File: config.mk
export PLATFORM = sky130hd
export DESIGN_NAME = map_table
export DESIGN_NICKNAME = d
export VERILOG_FILES = /design/src/rtl/map_table_pkg.sv /design/src/rtl/map_table.sv
export SDC_FILE = /design/constraint.sdc
export NUM_CORES = 1
export LEC_CHECK = 0
export CAP_MARGIN = 5
export CORE_MARGIN = 5
export CORE_UTILIZATION = 50
export CTS_BUF_LIST = sky130_fd_sc_hd__clkbuf_8
export DETAILED_ROUTE_END_ITERATION = 7
export GPL_TIMING_DRIVEN = 0
export PLACE_DENSITY = 0.75
export SYNTH_ARGS = -nofsm -noshare
export SYNTH_HDL_FRONTEND = slang
export SYNTH_SLANG_ARGS = --single-unit
export TNS_END_PERCENT = 20
File: constraint.sdc
create_clock -name clock -period 8.8 [get_ports clock]
set_input_delay 1.76 -clock clock [delete_from_list [all_inputs] [get_ports clock]]
set_output_delay 1.76 -clock clock [all_outputs]
set_load 0.005 [all_outputs]
File: src/rtl/map_table_pkg.sv
// map_table_pkg -- shared types and constants for the rename map table.
//
// Contents:
//   NUM_ARCH_REG  number of architectural registers (default table depth)
//   TAG_W         ROB-tag width; tag 0 means "value lives in the register file"
//   IDX_W         architectural index width used on the decode/retire ports
//   MT_ROW        one table row {tag, ready}
//   MT2RS_PACKET  lookup result sent to a reservation-station entry
//   mt_tag_hit    true when a nonzero broadcast tag matches a row tag
//
// The packet and row widths follow the package TAG_W. A map_table instance
// overriding its TAG_W parameter must keep it equal to this constant.

package map_table_pkg;

    localparam int unsigned NUM_ARCH_REG = 32;
    localparam int unsigned TAG_W        = 4;
    localparam int unsigned IDX_W        = 5;

    typedef struct packed {
        logic [TAG_W-1:0] tag;
        logic             ready;
    } MT_ROW;

    typedef struct packed {
        logic [TAG_W-1:0] rs1_tag;
        logic [TAG_W-1:0] rs2_tag;
        logic             rs1_ready;
        logic             rs2_ready;
    } MT2RS_PACKET;

    // Tag 0 is never broadcast, so a zero bus tag must not match empty rows.
    function automatic logic mt_tag_hit(input logic [TAG_W-1:0] row_tag,
                                        input logic [TAG_W-1:0] bus_tag);
        return (bus_tag != '0) && (bus_tag == row_tag);
    endfunction

endpackage

File: src/rtl/map_table.sv
// map_table -- register rename map table.
//
// One row per architectural register holding the ROB tag of the youngest
// in-flight producer and a ready bit set when that producer broadcasts on the
// CDB. Source lookups are combinational from the registered table, so a
// rename in the same cycle is not visible to the sources of that cycle.
//
// Update priority per row at the clock edge:
//   squash > rename > retire (tag match only) > CDB ready set
// Row 0 is hardwired to {0, 0}.
//
// Build option:
//   MT_CDB_BYPASS_EN  when defined, a source whose nonzero tag matches the
//                     current cdb_tag reports ready=1 in the broadcast cycle.
//
// Ports:
//   clock             rising-edge clock
//   reset             asynchronous active-low reset, clears all rows
//   rs1_idx/rs2_idx   source architectural indices from decode
//   rename_en         dispatch this cycle
//   dest_idx          destination architectural index
//   rob_entry         ROB tag of the dispatched instruction (never 0)
//   cdb_tag           completing tag, 0 = no broadcast
//   retire_en         ROB head commits
//   retire_idx        committed architectural destination
//   retire_tag        committed ROB tag
//   squash            flush all mappings
//   mt2rs_packet_out  {rs1_tag, rs2_tag, rs1_ready, rs2_ready}

module map_table
    import map_table_pkg::*;
#(
    parameter int unsigned NUM_ARCH_REG = map_table_pkg::NUM_ARCH_REG,
    parameter int unsigned TAG_W        = map_table_pkg::TAG_W
) (
    input  logic              clock,
    input  logic              reset,
    input  logic [4:0]        rs1_idx,
    input  logic [4:0]        rs2_idx,
    input  logic              rename_en,
    input  logic [4:0]        dest_idx,
    input  logic [TAG_W-1:0]  rob_entry,
    input  logic [TAG_W-1:0]  cdb_tag,
    input  logic              retire_en,
    input  logic [4:0]        retire_idx,
    input  logic [TAG_W-1:0]  retire_tag,
    input  logic              squash,
    output MT2RS_PACKET       mt2rs_packet_out
);

    logic [TAG_W-1:0] tag_q [NUM_ARCH_REG];
    logic             rdy_q [NUM_ARCH_REG];
    logic [TAG_W-1:0] tag_d [NUM_ARCH_REG];
    logic             rdy_d [NUM_ARCH_REG];

    // ------------------------------------------------------------------
    // Next-state: one priority chain per row.
    // ------------------------------------------------------------------
    always_comb begin
        for (int i = 0; i < NUM_ARCH_REG; i++) begin
            tag_d[i] = tag_q[i];
            rdy_d[i] = rdy_q[i];
            if (i == 0) begin
                tag_d[i] = '0;
                rdy_d[i] = 1'b0;
            end else if (squash) begin
                tag_d[i] = '0;
                rdy_d[i] = 1'b0;
            end else if (rename_en && (32'(dest_idx) == 32'(i))) begin
                // New producer; any CDB hit this cycle belongs to the old tag.
                tag_d[i] = rob_entry;
                rdy_d[i] = 1'b0;
            end else if (retire_en && (32'(retire_idx) == 32'(i)) &&
                         (tag_q[i] == retire_tag)) begin
                // Only clear if the row still names the retiring tag; a newer
                // rename of the same register must survive.
                tag_d[i] = '0;
                rdy_d[i] = 1'b0;
            end else if (mt_tag_hit(tag_q[i], cdb_tag)) begin
                rdy_d[i] = 1'b1;
            end
        end
    end

    // ------------------------------------------------------------------
    // Row storage.
    // ------------------------------------------------------------------
    always_ff @(posedge clock or negedge reset) begin
        if (!reset) begin
            for (int i = 0; i < NUM_ARCH_REG; i++) begin
                tag_q[i] <= '0;
                rdy_q[i] <= 1'b0;
            end
        end else begin
            for (int i = 0; i < NUM_ARCH_REG; i++) begin
                tag_q[i] <= tag_d[i];
                rdy_q[i] <= rdy_d[i];
            end
        end
    end

    // ------------------------------------------------------------------
    // Source lookup from pre-edge state.
    // ------------------------------------------------------------------
    logic [TAG_W-1:0] rs1_tag;
    logic [TAG_W-1:0] rs2_tag;
    logic             rs1_rdy_raw;
    logic             rs2_rdy_raw;
    logic             rs1_byp;
    logic             rs2_byp;

    always_comb begin
        rs1_tag     = '0;
        rs1_rdy_raw = 1'b0;
        rs2_tag     = '0;
        rs2_rdy_raw = 1'b0;
        if (32'(rs1_idx) < NUM_ARCH_REG) begin
            rs1_tag     = tag_q[rs1_idx];
            rs1_rdy_raw = rdy_q[rs1_idx];
        end
        if (32'(rs2_idx) < NUM_ARCH_REG) begin
            rs2_tag     = tag_q[rs2_idx];
            rs2_rdy_raw = rdy_q[rs2_idx];
        end
    end

`ifdef MT_CDB_BYPASS_EN
    always_comb begin
        rs1_byp = mt_tag_hit(rs1_tag, cdb_tag);
        rs2_byp = mt_tag_hit(rs2_tag, cdb_tag);
    end
`else
    // The RS entry snoops the CDB itself; the table reports ready a cycle late.
    always_comb begin
        rs1_byp = 1'b0;
        rs2_byp = 1'b0;
    end
`endif

    always_comb begin
        mt2rs_packet_out.rs1_tag   = rs1_tag;
        mt2rs_packet_out.rs2_tag   = rs2_tag;
        // Tag 0 always reads as not-ready so the RS takes the register file.
        mt2rs_packet_out.rs1_ready = (rs1_tag != '0) && (rs1_rdy_raw || rs1_byp);
        mt2rs_packet_out.rs2_ready = (rs2_tag != '0) && (rs2_rdy_raw || rs2_byp);
    end

endmodule

# Word level (Yosys, flattened, before mapping)
# Cells that the tools add are included.
# W data, S select, Z words.
[word_totals] out_inout_bits=10 register_bits=155
[classes] muxes=229 magnitude_cmp=2 bitwise_logic=2 eq_ne=124 reduce_logical=191
[op_table] op="$mux W4" n=97
[op_table] op="$eq A4 B4 Y1" n=62
[op_table] op="$eq A5 B5 Y1 const B" n=32
[op_table] op="$reduce_bool A4 Y1" n=34
[op_table] op="$mux W1" n=128
[op_table] op="$logic_and A1 B1 Y1" n=126
[op_table] op="$reduce_bool A3 Y1" n=31
[op_table] op="$eq A5 B4 Y1 const B" n=16
[op_table] op="$bmux W4 S5" n=2
[op_table] op="$eq A5 B3 Y1 const B" n=8
[op_table] op="$eq A5 B2 Y1 const B" n=4
[op_table] op="$ge A6 B6 Y1 const B" n=2
[op_table] op="$not A5 Y6" n=2
[op_table] op="$bmux W1 S5" n=2
[op_table] op="$eq A5 B1 Y1 const B" n=2

# Logic depth before layout (Yosys ltp)
# Gate-level depths: netlist of run 1.
[depth] ltp_word=6 ltp_mapped=8 depth_no_buf=5

# Least setup slack after synthesis of run 1
# Ideal clock, no wire load.
[synth_path] path_kind="input to output" from="input rs1_idx[0]" to="output mt2rs_packet_out[1] in the netlist's numbering" setup_slack_ps=3200 t_arrival_ps=3840 stages=8 path_cell_list="buf_2 > buf_4 > buf_2 > mux4_2 > mux2i_1 > nor2_1 > a211o_1 > o41a_1"
[synth_rtl] element="start: declaration" line="map_table.sv:38" source="input logic [4:0] rs1_idx,"
[synth_rtl] element="end: declaration" line="map_table.sv:48" source="output MT2RS_PACKET mt2rs_packet_out"

==> run_results.csv, run 1 <==
group,metric,value,unit
status,outcome,"finished clean",
clocking,clock_latency,0.48,ns
final_layout,drive_above_1_share,12.9,%
sta,fmax,0.128,GHz
logic_synthesis,synth_top_area_share,34.2,%
critical_path,worstSetupStartpointType,"primary input",
min_path,hold_end,"rdy_q[20]",
global_route,grt_pass1_vias,9799,
clocking,htree_levels,4,
routing,drc,0,
critical_path,critPathArrivalTime,6.03,ns
sta,hold_viol,0,
clocking,max-clock-path-buffers,2,
sta,slew_violations,0,
floorplanning,dieHeight,161,um
power_and_ir_drop,pwr-share-seq,47.8,%
critical_path,r2r_slack,6.94,ns
critical_path,required,7.04,ns
critical_path,crit_type,"primary input to output port",
placed_design,gp_congestion,1.10,
critical_path,worstSetupEndpointType,"output port",
global_route,grt.total_usage,35.5,%
critical_path,r2r-end,"tag_q[5]",
global_route,grt_max_degree,86,
routing,num_vias,9891,
critical_path,critPathMaxFanout,10,
min_path,hp-start,"rdy_q[20]",
clocking,post_cts_buffers,0,
logic_synthesis,async_reset_ff_share,100,%
clocking,clkSinkCount,155,
sta,finalCriticalPeriod,7.79,ns
logic_synthesis,synth_commonest_cells,"dfrtp_1 (155), xor2_1 (149), xnor2_1 (99)",
routing,wire_per_inst,33.3,um
power_and_ir_drop,combPwrFrac,18.5,%
clocking,tritoncts,"done",
power_and_ir_drop,switching_power,522,uW
final_layout,finish.net_count,1112,
critical_path,cp_num_buf_inv,5,
placed_design,dp_cells,1341,
routing,routed_wl,45700,um
power_and_ir_drop,cellPowerDensity,124,nW/um2
routing,via_per_inst,7.21,
logic_synthesis,synth_cells,1027,
power_and_ir_drop,vdd_ir_drop_max,0.0000753,V
critical_path,worstReg2RegStart,"tag_q[7]",
sta,skew,0.0112,ns
placed_design,pre_cts_ws,1.19,ns
critical_path,cp_slowest_cell,"clkbuf_1",
power_and_ir_drop,internal_power,1.02,mW
logic_synthesis,avgSynthCellArea,11.0,um2
sta,worst_pin_slew,1.23,ns
routing,drt_iter0_drc,1501,
logic_synthesis,yosysSeqAreaShare,34.2,%
logic_synthesis,ys_types,40,
logic_synthesis,synth_top_area_cell,"dfrtp_1",
routing,drtPass1Iterations,6,
logic_synthesis,yosysMostFrequentCell,"dfrtp_1",
critical_path,crit_path_frequent_cell,"clkdlybuf4s50_1",
power_and_ir_drop,netSwitchingFraction,33.9,%
critical_path,setup.worst_path.start,"rs1_idx[1]",
sta,finalWorstSetupSlack,1.01,ns
clocking,post_cts_resized,0,
sta,grt_setup_unrepaired,"false",
logic_synthesis,synth_fp_nets,1064,
clocking,cts_made_buffers,17,
sta,min_period_over_period,88.5,%
logic_synthesis,ys.flop_type,"dfrtp_1",
critical_path,cpPeakStageDelay,0.78,ns
min_path,min_path_cells,1,
logic_synthesis,synth-seq-cells,155,
critical_path,worst_r2r_path_depth,4,
final_layout,layout.cells.non_filler,1372,
placed_design,dp_hpwl,33800,um
sta,setup_viol,0,
floorplanning,die-area,25800,um2
final_layout,antenna_cells,0,
floorplanning,die_w,161,um
logic_synthesis,synth_edf_count,0,
placed_design,port_buffers,28,
power_and_ir_drop,p_leak,5.15,nW
logic_synthesis,yosys-top-cells-area,"dfrtp_1 (34%), mux4_2 (15%), xor2_1 (12%)",
global_route,antenna_found_initial,1,
floorplanning,io_pins,47,
sta,slew_headroom,18.3,%
floorplanning,start_util,50.4,%
clocking,clk_pin_slew,0.09,ns
critical_path,path_cells,"clkdlybuf4s50_1 -> buf_2 -> buf_1 -> clkbuf_1 -> mux4_2 -> mux2i_1 -> o22ai_1 -> a211o_1 -> o41a_1 -> clkdlybuf4s50_1",
logic_synthesis,mappedNetlistArea,11300,um2
routing,ant_nets,0,
run,drv_cap,0,
power_and_ir_drop,pwr-share-clk,33.7,%
min_path,hp-class,"register to register",
global_route,grt-ovfl-total,0,
clocking,clock-root-buffer,"clkbuf_8",
logic_synthesis,yosysWarnings,0,
floorplanning,core,22500,um2
global_route,grt_pass1_wl,67200,um
floorplanning,std_cell_rows,55,
clocking,ctsHoldBuffers,0,
critical_path,cpLargestDelayFamily,"buffers and inverters",
final_layout,area_growth,8.99,%
power groups by stage:
stage / registers [mW] / logic (mW) / clock network (mW)
after floorplan: 0.742 / 0.172 / 0
after global placement: 0.749 / 0.271 / 0
after detailed placement: 0.749 / 0.276 / 0
after CTS: 0.735 / 0.277 / 0.519
after global routing: 0.737 / 0.298 / 0.548
final: 0.736 / 0.284 / 0.519
metal layers:
layer | vias to the layer above | GRT usage [%] | share of wire [%]
li1 | 3981 | - | -
met1 | 4973 | 49.3 | 40
met2 | 767 | 51.2 | 43
met3 | 168 | 10.7 | 13
met4 | 2 | 16.5 | 4.9
met5 | - | 0 | 0.037
cells in the final DEF (no fill, tap or decap), types with 3 or more instances in the layout:
cell type / count
dfrtp_1: 155
xor2_1: 149
xnor2_1: 99
a22o_1: 90
mux4_2: 74
clkbuf_1: 42
nand3_1: 41
o2bb2ai_1: 36
nor3_1: 34
nand2_1: 32
nor4_1: 31
o21a_1: 31
nor2_1: 27
clkdlybuf4s50_1: 27
buf_1: 26
mux2i_1: 19
a311oi_1: 19
nor2b_1: 18
nand2b_1: 17
clkbuf_8: 17
mux2_2: 16
a31oi_1: 13
buf_2: 10
a22oi_1: 7
a21oi_1: 6
clkinvlp_4: 5
o221ai_1: 4
a31o_2: 4
inv_1: 4
inv_6: 4
nand4b_1: 3
clkinv_4: 3
worst reg2reg max path, stage by stage (launching register included):
cell and delay (ns):
dfrtp_1 0.56, xor2_1 0.18, nor4_1 0.07, a311oi_1 0.72
a22o_1 0.26
cells by family (layout without fill, tap and decap cells):
family,count (synthesis),after routing,synth area share (%)
multiplexers,109,109,18.0
AND/OR/NAND/NOR,212,212,9.73
XOR/XNOR,248,248,19.1
flip-flops,155,155,34.2
buffers and inverters,85,145,3.05
AO/OA/AOI/OAI,218,218,15.9
layout make-up:
| type | instances | area [um2] |
|---|---|---|
| fill | 1931 | 10100 |
| multi-input combinational | 787 | 7130 |
| timing repair buffer | 29 | 309 |
| tap | 285 | 357 |
| sequential | 155 | 3880 |
| clock inverter | 14 | 114 |
| buffer | 81 | 332 |
| clock buffer | 17 | 234 |
| inverter | 4 | 15.0 |
sequential cells by signal, summed over array words and instances, names as in the netlist:
register and count:
tag_q 124, rdy_q 31
through the flow:
step                utilization (%)  TNS, ns  hold slack, ns  power (mW)  area (um2)
CTS                            54.9        0           0.527        1.53       12400
detailed placement             53.4        0           0.507        1.02       12000
global placement               53.2   -59.40           0.496        1.02       12000
floorplan                         -        0           0.475       0.914       11300
global route                   54.9        0           0.553        1.58       12400
finish                         54.9        0           0.532        1.54       12400
worst max-delay path by stage:
stage                                      to  slack (ns)  cells after the start
after global routing      mt2rs_packet_out[1]        1.09                     10
final                     mt2rs_packet_out[1]        1.01                     10
after global placement              rdy_q[25]       -0.41                      1
after CTS                 mt2rs_packet_out[1]        1.16                     10
after floorplan           mt2rs_packet_out[1]        3.20                      8
after detailed placement  mt2rs_packet_out[1]        1.19                     10
Power figures use the tool's default switching activity.
==> run 2, diff against run 1 <==
--- a/config.mk
+++ b/config.mk
@@ -12,6 +12,7 @@
 export DETAILED_ROUTE_END_ITERATION = 7
 export GPL_TIMING_DRIVEN = 0
 export PLACE_DENSITY = 0.75
+export SLEW_MARGIN = 10
 export SYNTH_ARGS = -nofsm -noshare
 export SYNTH_HDL_FRONTEND = slang
 export SYNTH_SLANG_ARGS = --single-unit
==> constraint.sdc (replaced) <==
create_clock -name clock -period 8.8 [get_ports clock]
set_input_delay 1.76 -clock clock [delete_from_list [all_inputs] [get_ports clock]]
set_output_delay 1.76 -clock clock [all_outputs]
set_load 0.05 [all_outputs]
==> run 2 against run 1 <==
Compared with the run above:
- critical path type unchanged
- die area stayed put
- worst hold slack barely moved
- utilization hardly changed
- power increased by 0.30%
- sequential share of layout area barely moved
- via count increased by 0.33%
- combinational power up 2%
- cell count stayed put
==> run_results.csv, run 2 (synthesis gave the netlist of run 1 again) <==
group,metric,value,unit
global_route,met1_usage,49.3,%
critical_path,r2r_slack,6.94,ns
critical_path,critPathMaxFanout,10,
power_and_ir_drop,netSwitchingFraction,34.1,%
floorplanning,dieHeight,161,um
clocking,clock_latency,0.49,ns
final_layout,top_regs,"tag_q x124, rdy_q x31",
final_layout,design_area,12400,um2
sta,grt_setup_unrepaired,"false",
power_and_ir_drop,combPwrFrac,18.7,%
final_layout,regArea,3880,um2
min_path,hp-class,"register to register",
run,drv_cap,0,
clocking,clock-root-buffer,"clkbuf_8",
clocking,clkSinkCount,155,
power_and_ir_drop,switching_power,527,uW
routing,routed_wl,45700,um
clocking,post_cts_resized,0,
power_and_ir_drop,pwr-share-seq,47.7,%
routing,wire_per_inst,33.3,um
final_layout,fillerInstances,1931,
critical_path,crit_type,"primary input to output port",
global_route,grt-ovfl-total,0,
routing,drtPass1Iterations,5,
clocking,clk_pin_slew,0.09,ns
final_layout,finish.net_count,1112,
critical_path,setup.worst_path.start,"rs1_idx[1]",
placed_design,dpl_cell_area,12000,um2
final_layout,final_common_cell,"dfrtp_1",
critical_path,required,7.04,ns
placed_design,gp_congestion,1.10,
sta,slew_violations,0,
floorplanning,std_cell_rows,55,
floorplanning,die_w,161,um
clocking,max-clock-path-buffers,2,
critical_path,setup.worst_path.end,"mt2rs_packet_out[1]",
final_layout,largest_register,"tag_q",
critical_path,worstReg2RegStart,"tag_q[119]",
power_and_ir_drop,vdd_ir_drop_max,0.0000752,V
global_route,grt.busiest_layer,"met2",
power_and_ir_drop,p_leak,5.15,nW
routing,via_per_inst,7.23,
clocking,tritoncts,"done",
clocking,htree_levels,4,
floorplanning,die-area,25800,um2
critical_path,r2r-end,"tag_q[117]",
power_and_ir_drop,cellPowerDensity,125,nW/um2
global_route,grt_pass1_wl,67200,um
floorplanning,core,22500,um2
sta,fmax,0.123,GHz
final_layout,multiInputGateArea,7130,um2
floorplanning,start_util,50.4,%
sta,fin_tns_setup,0,ns
final_layout,final_cell_mix,"dfrtp_1 (155), xor2_1 (149), xnor2_1 (99)",
final_layout,antenna_cells,0,
sta,min_period_over_period,92.2,%
floorplanning,io_pins,47,
status,outcome,"finished clean",
global_route,grtUsageMet2,51.2,%
global_route,met3_usage,10.7,%
final_layout,drive_above_1_share,12.9,%
placed_design,dp_hpwl,33800,um
routing,drc,0,
routing,drt_iter0_drc,1501,
routing,ant_nets,0,
final_layout,area_growth,9.02,%
sta,slew_headroom,19.3,%
sta,finalWorstSetupSlack,0.690,ns
clocking,cts_made_buffers,17,
placed_design,pre_cts_ws,0.931,ns
sta,setup_viol,0,
routing,num_vias,9924,
global_route,antenna_found_initial,1,
clocking,post_cts_buffers,0,
power_and_ir_drop,internal_power,1.02,mW
sta,finalCriticalPeriod,8.11,ns
global_route,grt_max_degree,86,
critical_path,worstSetupEndpointType,"output port",
sta,worst_pin_slew,1.21,ns
critical_path,critPathArrivalTime,6.35,ns
sta,skew,0.0139,ns
global_route,grt.total_usage,35.5,%
final_layout,largest_reg_flops,124,
power_and_ir_drop,pwr-share-clk,33.6,%
placed_design,port_buffers,28,
critical_path,worst_r2r_path_depth,4,
sta,hold_viol,0,
clocking,ctsHoldBuffers,0,
global_route,grt_pass1_vias,9799,
critical_path,worstSetupStartpointType,"primary input",
-- run 2: cell counts in the layout (fill, tap and decap cells not counted) --
Identical to the previous run, type by type.
-- run 2: worst min path at each step --
stage / startpoint / end / slack, ns / cells after the start
5_1_grt: rdy_q[30] / rdy_q[30] / 0.55 / 1
6_report: rdy_q[20] / rdy_q[20] / 0.53 / 1
3_5_place_dp: rdy_q[28] / rdy_q[28] / 0.51 / 1
4_1_cts: rdy_q[28] / rdy_q[28] / 0.53 / 1
3_3_place_gp: rdy_q[20] / rdy_q[20] / 0.50 / 1
2_1_floorplan: rdy_q[13] / rdy_q[13] / 0.48 / 1
-- run 2: worst max-delay path, cell delays in order --
cell             delay [ns]
clkdlybuf4s50_1        0.52
buf_2                  0.31
buf_1                  0.76
clkbuf_1               0.78
mux4_2                 0.43
mux2i_1                0.22
o22ai_1                0.14
a211o_1                0.31
o41a_1                 0.37
clkdlybuf4s50_1        0.72
-- run 2: power by group through the flow --
stage | Sequential (mW) | Combinational (mW) | Clock [mW]
2_1_floorplan | 0.742 | 0.177 | 0
3_3_place_gp | 0.749 | 0.276 | 0
3_5_place_dp | 0.749 | 0.281 | 0
4_1_cts | 0.735 | 0.282 | 0.519
5_1_grt | 0.737 | 0.304 | 0.548
6_report | 0.736 | 0.289 | 0.518
-- run 2: layer usage --
metal  part of all wire [%]  up-vias
li1                       -     3979
met1                     40     5001
met2                     43      772
met3                     13      170
met4                    5.0        2
met5                  0.037        -
-- run 2: per-stage QoR --
| step | utilization, % | total power [mW] | hold WS (ns) | cells |
|---|---|---|---|---|
| floorplan | - | 0.919 | 0.475 | 1027 |
| global placement | 53.2 | 1.03 | 0.496 | 1340 |
| detailed placement | 53.4 | 1.03 | 0.507 | 1341 |
| CTS | 54.9 | 1.54 | 0.527 | 1372 |
| global route | 55.0 | 1.59 | 0.553 | 1372 |
| finish | 55.0 | 1.54 | 0.532 | 1372 |
-- run 2: area by class of cell --
cell class	count	share of cell area [%]
clock buffers	17	1.89
inverters	4	0.121
repair buffers	29	2.53
multi-input cells	787	57.6
well taps	285	2.88
flip-flops and latches	155	31.4
plain buffers	81	2.68
clock inverters	14	0.921
